--- src/rtl/uart_axil_pkg.sv ---
// Shared definitions for the AXI4-Lite UART register block: register map,
// status/control bit positions, response codes and FSM state types.
package uart_axil_pkg;

    localparam logic [1:0] REG_RX_FIFO = 2'd0;
    localparam logic [1:0] REG_TX_FIFO = 2'd1;
    localparam logic [1:0] REG_STAT    = 2'd2;
    localparam logic [1:0] REG_CTRL    = 2'd3;

    localparam int STAT_RX_NOT_EMPTY = 0;
    localparam int STAT_RX_FULL      = 1;
    localparam int STAT_TX_EMPTY     = 2;
    localparam int STAT_TX_FULL      = 3;
    localparam int STAT_INTR_EN      = 4;
    localparam int STAT_OVERRUN      = 5;
    localparam int STAT_FRAME_ERR    = 6;
    localparam int STAT_WIDTH        = 7;

    localparam int CTRL_TX_FLUSH = 0;
    localparam int CTRL_RX_FLUSH = 1;
    localparam int CTRL_INTR_EN  = 4;

    localparam logic [1:0] RESP_OKAY = 2'b00;

    typedef enum logic {
        W_IDLE,
        W_RESP
    } wr_state_e;

    typedef enum logic {
        R_IDLE,
        R_VALID
    } rd_state_e;

endpackage

--- src/rtl/uart_axil_regs_sync_fifo.sv ---
// Byte-wide first-word-fall-through FIFO with synchronous flush; a push into a
// full FIFO succeeds only when a pop happens in the same cycle.
module sync_fifo #(
    parameter int DEPTH = 16
) (
    input  logic       clk_i,
    input  logic       rst_ni,
    input  logic       flush_i,
    input  logic       push_i,
    input  logic [7:0] data_i,
    input  logic       pop_i,
    output logic [7:0] data_o,
    output logic       empty_o,
    output logic       full_o
);

    localparam int AW = $clog2(DEPTH);

    logic [7:0]    mem_q [DEPTH];
    logic [AW-1:0] wr_ptr_q;
    logic [AW-1:0] rd_ptr_q;
    logic [AW:0]   count_q;
    logic          do_push;
    logic          do_pop;

    assign empty_o = (count_q == '0);
    assign full_o  = (count_q == (AW+1)'(DEPTH));
    assign data_o  = mem_q[rd_ptr_q];
    assign do_pop  = pop_i && !empty_o;
    assign do_push = push_i && (!full_o || do_pop);

    always_ff @(posedge clk_i) begin
        if (rst_ni && !flush_i && do_push) begin
            mem_q[wr_ptr_q] <= data_i;
        end
    end

    // Flush beats any push or pop issued in the same cycle.
    always_ff @(posedge clk_i) begin
        if (!rst_ni || flush_i) begin
            wr_ptr_q <= '0;
            rd_ptr_q <= '0;
            count_q  <= '0;
        end else begin
            if (do_push) begin
                wr_ptr_q <= wr_ptr_q + 1'b1;
            end
            if (do_pop) begin
                rd_ptr_q <= rd_ptr_q + 1'b1;
            end
            case ({do_push, do_pop})
                2'b10:   count_q <= count_q + 1'b1;
                2'b01:   count_q <= count_q - 1'b1;
                default: count_q <= count_q;
            endcase
        end
    end

endmodule

--- src/rtl/uart_axil_regs.sv ---
// AXI4-Lite register front end for a UART: TX/RX byte FIFOs, sticky error
// status, FIFO flush control and an edge-triggered interrupt pulse.
module uart_axil_regs
    import uart_axil_pkg::*;
#(
    parameter int S_AXI_ADDR_WIDTH = 32,
    parameter int S_AXI_DATA_WIDTH = 32,
    parameter int FIFO_DEPTH       = 16
) (
    input  logic                        s_axi_aclk,
    input  logic                        s_axi_aresetn,
    input  logic [S_AXI_ADDR_WIDTH-1:0] s_axi_awaddr,
    input  logic                        s_axi_awvalid,
    output logic                        s_axi_awready,
    input  logic [S_AXI_DATA_WIDTH-1:0] s_axi_wdata,
    input  logic                        s_axi_wvalid,
    output logic                        s_axi_wready,
    output logic [1:0]                  s_axi_bresp,
    output logic                        s_axi_bvalid,
    input  logic                        s_axi_bready,
    input  logic [S_AXI_ADDR_WIDTH-1:0] s_axi_araddr,
    input  logic                        s_axi_arvalid,
    output logic                        s_axi_arready,
    output logic [S_AXI_DATA_WIDTH-1:0] s_axi_rdata,
    output logic [1:0]                  s_axi_rresp,
    output logic                        s_axi_rvalid,
    input  logic                        s_axi_rready,
    output logic [7:0]                  tx_data,
    output logic                        tx_valid,
    input  logic                        tx_ready,
    input  logic [7:0]                  rx_data,
    input  logic                        rx_valid,
    input  logic                        rx_frame_err,
    output logic                        interrupt
);

    wr_state_e                   wr_state_q, wr_state_d;
    rd_state_e                   rd_state_q, rd_state_d;
    logic [S_AXI_DATA_WIDTH-1:0] rdata_q, rdata_d;
    logic                        ready_q;
    logic                        intr_en_q, intr_en_d;
    logic                        overrun_q, overrun_d;
    logic                        frame_err_q, frame_err_d;
    logic                        rx_was_empty_q, tx_was_empty_q, intr_en_prev_q;
    logic                        interrupt_q, interrupt_d;

    logic [1:0]            wr_sel, rd_sel;
    logic                  aw_hs, ar_hs;
    logic                  tx_push, tx_pop, tx_flush, tx_empty, tx_full;
    logic                  rx_pop, rx_flush, rx_empty, rx_full;
    logic [7:0]            tx_head, rx_head;
    logic [STAT_WIDTH-1:0] stat;
    logic                  ctrl_wr, stat_rd;
    logic                  unused_ok;

    assign unused_ok = ^{s_axi_awaddr[S_AXI_ADDR_WIDTH-1:4], s_axi_awaddr[1:0],
                         s_axi_araddr[S_AXI_ADDR_WIDTH-1:4], s_axi_araddr[1:0],
                         s_axi_wdata[S_AXI_DATA_WIDTH-1:8]};

    assign wr_sel = s_axi_awaddr[3:2];
    assign rd_sel = s_axi_araddr[3:2];

    // ready_q holds the slave off for the first cycle after reset release.
    assign aw_hs         = ready_q && (wr_state_q == W_IDLE) && s_axi_awvalid && s_axi_wvalid;
    assign s_axi_awready = aw_hs;
    assign s_axi_wready  = aw_hs;
    assign s_axi_bvalid  = (wr_state_q == W_RESP);
    assign s_axi_bresp   = RESP_OKAY;
    assign s_axi_arready = ready_q && (rd_state_q == R_IDLE);
    assign ar_hs         = s_axi_arvalid && s_axi_arready;
    assign s_axi_rvalid  = (rd_state_q == R_VALID);
    assign s_axi_rresp   = RESP_OKAY;
    assign s_axi_rdata   = rdata_q;
    assign interrupt     = interrupt_q;

    assign ctrl_wr  = aw_hs && (wr_sel == REG_CTRL);
    assign stat_rd  = ar_hs && (rd_sel == REG_STAT);
    assign tx_push  = aw_hs && (wr_sel == REG_TX_FIFO);
    assign tx_flush = ctrl_wr && s_axi_wdata[CTRL_TX_FLUSH];
    assign rx_flush = ctrl_wr && s_axi_wdata[CTRL_RX_FLUSH];
    assign tx_valid = !tx_empty;
    assign tx_data  = tx_head;
    assign tx_pop   = tx_valid && tx_ready;
    assign rx_pop   = ar_hs && (rd_sel == REG_RX_FIFO) && !rx_empty;

    sync_fifo #(.DEPTH(FIFO_DEPTH)) u_tx_fifo (
        .clk_i   (s_axi_aclk),
        .rst_ni  (s_axi_aresetn),
        .flush_i (tx_flush),
        .push_i  (tx_push),
        .data_i  (s_axi_wdata[7:0]),
        .pop_i   (tx_pop),
        .data_o  (tx_head),
        .empty_o (tx_empty),
        .full_o  (tx_full)
    );

    sync_fifo #(.DEPTH(FIFO_DEPTH)) u_rx_fifo (
        .clk_i   (s_axi_aclk),
        .rst_ni  (s_axi_aresetn),
        .flush_i (rx_flush),
        .push_i  (rx_valid),
        .data_i  (rx_data),
        .pop_i   (rx_pop),
        .data_o  (rx_head),
        .empty_o (rx_empty),
        .full_o  (rx_full)
    );

    always_comb begin
        stat                    = '0;
        stat[STAT_RX_NOT_EMPTY] = !rx_empty;
        stat[STAT_RX_FULL]      = rx_full;
        stat[STAT_TX_EMPTY]     = tx_empty;
        stat[STAT_TX_FULL]      = tx_full;
        stat[STAT_INTR_EN]      = intr_en_q;
        stat[STAT_OVERRUN]      = overrun_q;
        stat[STAT_FRAME_ERR]    = frame_err_q;
    end

    always_comb begin
        wr_state_d = wr_state_q;
        case (wr_state_q)
            W_IDLE:  if (aw_hs) wr_state_d = W_RESP;
            W_RESP:  if (s_axi_bready) wr_state_d = W_IDLE;
            default: wr_state_d = W_IDLE;
        endcase
    end

    always_comb begin
        rd_state_d = rd_state_q;
        rdata_d    = rdata_q;
        case (rd_state_q)
            R_IDLE:  if (ar_hs) rd_state_d = R_VALID;
            R_VALID: if (s_axi_rready) rd_state_d = R_IDLE;
            default: rd_state_d = R_IDLE;
        endcase
        if (ar_hs) begin
            rdata_d = '0;
            if (rd_sel == REG_RX_FIFO && !rx_empty) begin
                rdata_d[7:0] = rx_head;
            end else if (rd_sel == REG_STAT) begin
                rdata_d[STAT_WIDTH-1:0] = stat;
            end
        end
    end

    // Sticky error flags: a new event in the same cycle as a STAT read wins.
    always_comb begin
        overrun_d   = overrun_q;
        frame_err_d = frame_err_q;
        intr_en_d   = intr_en_q;
        if (stat_rd) begin
            overrun_d   = 1'b0;
            frame_err_d = 1'b0;
        end
        if (rx_valid && rx_full && !rx_pop) begin
            overrun_d = 1'b1;
        end
        if (rx_valid && rx_frame_err) begin
            frame_err_d = 1'b1;
        end
        if (ctrl_wr) begin
            intr_en_d = s_axi_wdata[CTRL_INTR_EN];
        end
        interrupt_d = intr_en_q && ((rx_was_empty_q && !rx_empty) ||
                                    (!tx_was_empty_q && tx_empty) ||
                                    (!intr_en_prev_q && (!rx_empty || tx_empty)));
    end

    always_ff @(posedge s_axi_aclk) begin
        if (!s_axi_aresetn) begin
            wr_state_q     <= W_IDLE;
            rd_state_q     <= R_IDLE;
            rdata_q        <= '0;
            ready_q        <= 1'b0;
            intr_en_q      <= 1'b0;
            overrun_q      <= 1'b0;
            frame_err_q    <= 1'b0;
            rx_was_empty_q <= 1'b1;
            tx_was_empty_q <= 1'b1;
            intr_en_prev_q <= 1'b0;
            interrupt_q    <= 1'b0;
        end else begin
            wr_state_q     <= wr_state_d;
            rd_state_q     <= rd_state_d;
            rdata_q        <= rdata_d;
            ready_q        <= 1'b1;
            intr_en_q      <= intr_en_d;
            overrun_q      <= overrun_d;
            frame_err_q    <= frame_err_d;
            rx_was_empty_q <= rx_empty;
            tx_was_empty_q <= tx_empty;
            intr_en_prev_q <= intr_en_q;
            interrupt_q    <= interrupt_d;
        end
    end

endmodule

--- config.mk ---
export PLATFORM = sky130hd
export DESIGN_NAME = uart_axil_regs
export DESIGN_NICKNAME = d
export VERILOG_FILES = /design/src/rtl/uart_axil_pkg.sv /design/src/rtl/uart_axil_regs_sync_fifo.sv /design/src/rtl/uart_axil_regs.sv
export SDC_FILE = /design/constraint.sdc
export NUM_CORES = 1
export LEC_CHECK = 0
export CAP_MARGIN = 20
export CELL_PAD_IN_SITES_DETAIL_PLACEMENT = 1
export CELL_PAD_IN_SITES_GLOBAL_PLACEMENT = 2
export CORE_ASPECT_RATIO = 1.5
export CORE_MARGIN = 2
export CORE_UTILIZATION = 37
export DETAILED_ROUTE_END_ITERATION = 7
export PLACE_DENSITY_LB_ADDON = 0.05
export SETUP_SLACK_MARGIN = 0.1
export SYNTH_ARGS = -nofsm -noshare
export SYNTH_HDL_FRONTEND = slang
export SYNTH_SLANG_ARGS = --single-unit
--- constraint.sdc ---
create_clock -name s_axi_aclk -period 2.6 [get_ports s_axi_aclk]
set_clock_uncertainty 0.05 [all_clocks]
set_input_delay 0.39 -clock s_axi_aclk [delete_from_list [all_inputs] [get_ports s_axi_aclk]]
set_output_delay 0.39 -clock s_axi_aclk [all_outputs]
set_load 0.01 [all_outputs]
==> summary.md <==
| Metric | Value |
|---|---|
| Yosys warnings | 0 |
| Class of the most critical hold timing path | in -> reg |
| FMAX | 354.2 MHz |
| Placeable Area | 33450 µm² |
| Number of nets at the end of the flow | slightly below 1k |
| Post-Route WL | roughly 28000 µm |
| Leftover overflow at the end of global routing | 0 |
| H-Tree Level Count | 1 |
| Global-route total usage across every layer | 0.1602 |
| Horizontal extent of the die | 154.7 µm |
| Remaining routing DRC violations | 0 |
| Failing checks | setup timing |
| Sequential element share of the synthesized area | 0.6925 |
| Source of the worst register-to-register timing path | u_tx_fifo.count_q[1]$_SDFFE_PP0P_ |
| Number of cell instances on the worst register-to-register path | 12 |
| Num ports | 165 |
| Number of cells in the design after placement | 1229 |
| Startpoint class of the critical path | register |
| Number of antenna violations at the first check in global routing | 0 |
| Effective utilization at floorplan | 0.3769 |
| Final GP Congestion | 0.7404 |
| Inserted Clock Buffers | 30 |
| Fraction of final layout cells sized beyond drive strength 1 | 0.2657 |
| Cell row count | about 80 |
| Hold path startpoint | s_axi_bready |
| Number of global-route vias before repair | 7232 |
| Starting DRT DRC Count | roughly 300 |
| Setup repair after global routing missed its margin | true |
| Pwr per Cell Area | between 600 and 700 nW/µm² |
| Sink Count | 308 |
| Setup crit end kind | output pin |
| Setup-violating endpoint count in the final report | 9 |
| Largest fanout on the critical path | 5 |
| Count of different cell masters after synthesis | 53 |
| Number of enable-type register cells in the synthesized netlist | 256 |
| Final core utilization | 0.4658 |
| Clock root buffer master | clkbuf_16 |
| #FFs+latches synth | 308 |
| Clock Pin Slew Worst Setup and Hold Paths | 0.06 ns |
| Fill cell count | roughly 3.2k |
| Top cells by area in the synthesized netlist | edfxtp_1 61%, dfxtp_1 8.3%, mux4_2 7.3%, mux4_1 6.7%, buf_4 1.8% |
| End of the worst register-to-register path | u_tx_fifo.count_q[4]$_SDFFE_PP0P_ |
| Arrival time of data at the critical path endpoint | 2.38 ns |
| Leakage dissipation | 0.005267 µW |
| Hold Worst Slack | 0.4004 ns |
| Final Cycle Share | 1.086 |
| Setup TNS | -1.652 ns |
| Area growth from synthesis to layout | 23.60% |
| Final count of hold timing violations | 0 |
| Max-slew headroom at the worst pin | 0.5547 |
| Vias after detailed routing | between 6k and 7k |
| Slew at the pin closest to its max-slew limit | roughly 0.67 ns |
| Count of non-filler cells in the finished layout | 1297 |
| Most area-hungry cell type in the Yosys netlist | edfxtp_1 |
| Max cap viols | 0 |
| Number of cells on the worst hold path | 4 |
| Pin count of the biggest net entering global routing | 33 |
| Worst IR Drop VDD | around 0.00052 V |
| Cell area after synthesis | 12600 µm² |
| Routed vias/inst | roughly 5.0 |
| CTS max path bufs | 3 |
| Dpl ws | -0.4866 ns |
| Full die area | 35590 µm² |
| Final routed wire length divided by cell count | 21.43 µm |
| Worst-Skew Late Latency | ~0.58 ns |
| Synth top area share | 0.6099 |
| Number of nets still failing antenna checks after routing | 0 |
| Diode count | 0 |
| Ys flop type | edfxtp_1 |
| Number of search-and-repair iterations in the first detailed-routing pass | 4 |
| CTS tree | built |
| Class of the most critical setup path | reg -> out |
| Number of standard cells after synthesis | roughly 700 |
| Setup slack after layout | -0.2229 ns |
| Required time at the endpoint of the critical path | 2.16 ns |
| Mean instance size in the synthesized netlist | about 18 µm² |
| Async S/R FF share, synth | 0 |
| Vertical extent of the die | 230.1 µm |
| Run status | finished with violations |
| Flop2flop setup slack | -0.06 ns |
| Count of buffers from port buffering | 52 |
| Global-route wire length before repair | 43200 µm |
| HPWL Detailed | between 15000 and 20000 µm |
| Hold Path Sink | s_axi_bvalid$_SDFF_PN0_ |
| Final min period | 2.823 ns |
| Number of pins exceeding their max-slew limit in the final report | 0 |
through the flow:
step	total power, µW	area, µm²
6_report	10270	15580
5_1_grt	10630	15580
2_1_floorplan	5797	12760
4_1_cts	10410	15440
3_3_place_gp	6015	14280
3_5_place_dp	6038	14280
metal layers:
layer,vias to the layer above,part of all wire,GRT usage
li1,3032,-,-
met1,3367,0.36,0.1715
met2,74,0.59,0.3214
met3,38,0.022,0.01922
met4,0,0.026,0.04919
met5,-,0,0
final cells by class:
cell class                      count  area (µm²)  share of cell area
Sequential cell                   308        8737              0.5608
Multi-Input combinational cell    352        3684              0.2364
Timing Repair Buffer              146        1592              0.1022
Clock buffer                       41       833.3             0.05349
Tap cell                          420       525.5             0.03373
Clock inverter                     14       147.6            0.009477
Inverter                           16       60.06            0.003855
state kept, by name, summed over array words and instances (netlist names), 5 cells and up, named ones only:
| register | cells |
|---|---|
| u_tx_fifo.mem_q | 128 |
| s_axi_rdata | 8 |
| u_rx_fifo.mem_q | 128 |
| u_tx_fifo.count_q | 5 |
| u_rx_fifo.count_q | 5 |
cells in the final DEF, fill, tap and decap left out, drive strengths merged, types with 3 or more instances in the layout:
master	count
edfxtp	256
a21o	4
nor2b	4
xnor2	10
a21oi	17
mux2i	4
nand4	3
nand3	9
dfxtp	52
and2	20
a22oi	17
inv	16
ha	17
nor3	11
nor3b	3
or3	3
xor2	8
nand2	28
clkdlybuf4s50	43
mux4	73
buf	102
conb	28
nor2	53
clkinv	11
o21ai	9
clkbuf	42
nor4	7
a221oi	5
synthesized netlist by cell type (8+ instances only):
cell type / count
ha_1: 17
nand2_1: 28
clkbuf_1: 14
and2_1: 20
a22oi_1: 17
mux4_1: 32
a21oi_1: 17
dfxtp_1: 52
nor3_1: 11
mux4_2: 41
o21ai_0: 9
xor2_1: 8
edfxtp_1: 256
nor2_1: 51
xnor2_1: 10
inv_1: 16
nand3_1: 9
buf_4: 30
critical path, stage by stage, from the launching register on:
cell	delay, ns
dfxtp_4	0.39
buf_12	0.14
buf_16	0.13
mux4_2	0.52
mux4_2	0.49
buf_6	0.14
worst max-delay path by stage:
stage | end | slack [ns] | startpoint
after CTS | tx_data[5] | -0.26 | register
after detailed placement | u_tx_fifo.count_q[4]$_SDFFE_PP0P_ | -0.49 | s_axi_wvalid
after floorplan | u_tx_fifo.count_q[4]$_SDFFE_PP0P_ | -0.04 | u_tx_fifo.count_q[3]$_SDFFE_PP0P_
final | tx_data[2] | -0.22 | register
after global placement | u_tx_fifo.count_q[4]$_SDFFE_PP0P_ | -0.43 | s_axi_wvalid
after global routing | tx_data[6] | -0.29 | register
logic make-up after synthesis:
logic type,share of synthesized area
AOI/OAI and AO/OA,0.03603
other,0.0002975
xor gates and xnor gates,0.01251
buffers and inverters,0.03574
and+or+nand+nor,0.05976
adders and majority gates,0.02005
muxes,0.1431
DFF,0.6925
report_power, final:
| group | leakage [µW] | switching [µW] | internal, µW |
|---|---|---|---|
| Clock | 0.000478 | 1830 | 2450 |
| Sequential | 0.00273 | 27.4 | 5380 |
| Combinational | 0.00206 | 291 | 288 |
| Total | 0.00527 | 2150 | 8110 |
timing repair:
action,4_1_cts,5_1_grt
endpoints found under the hold margin,0,0
setup buffers,5,5
resized for setup,49,28
gates cloned,4,0
hold buffers,0,0
pin swaps,3,14
endpoints found under the setup margin,12,174
Power figures use the tool's default switching activity.
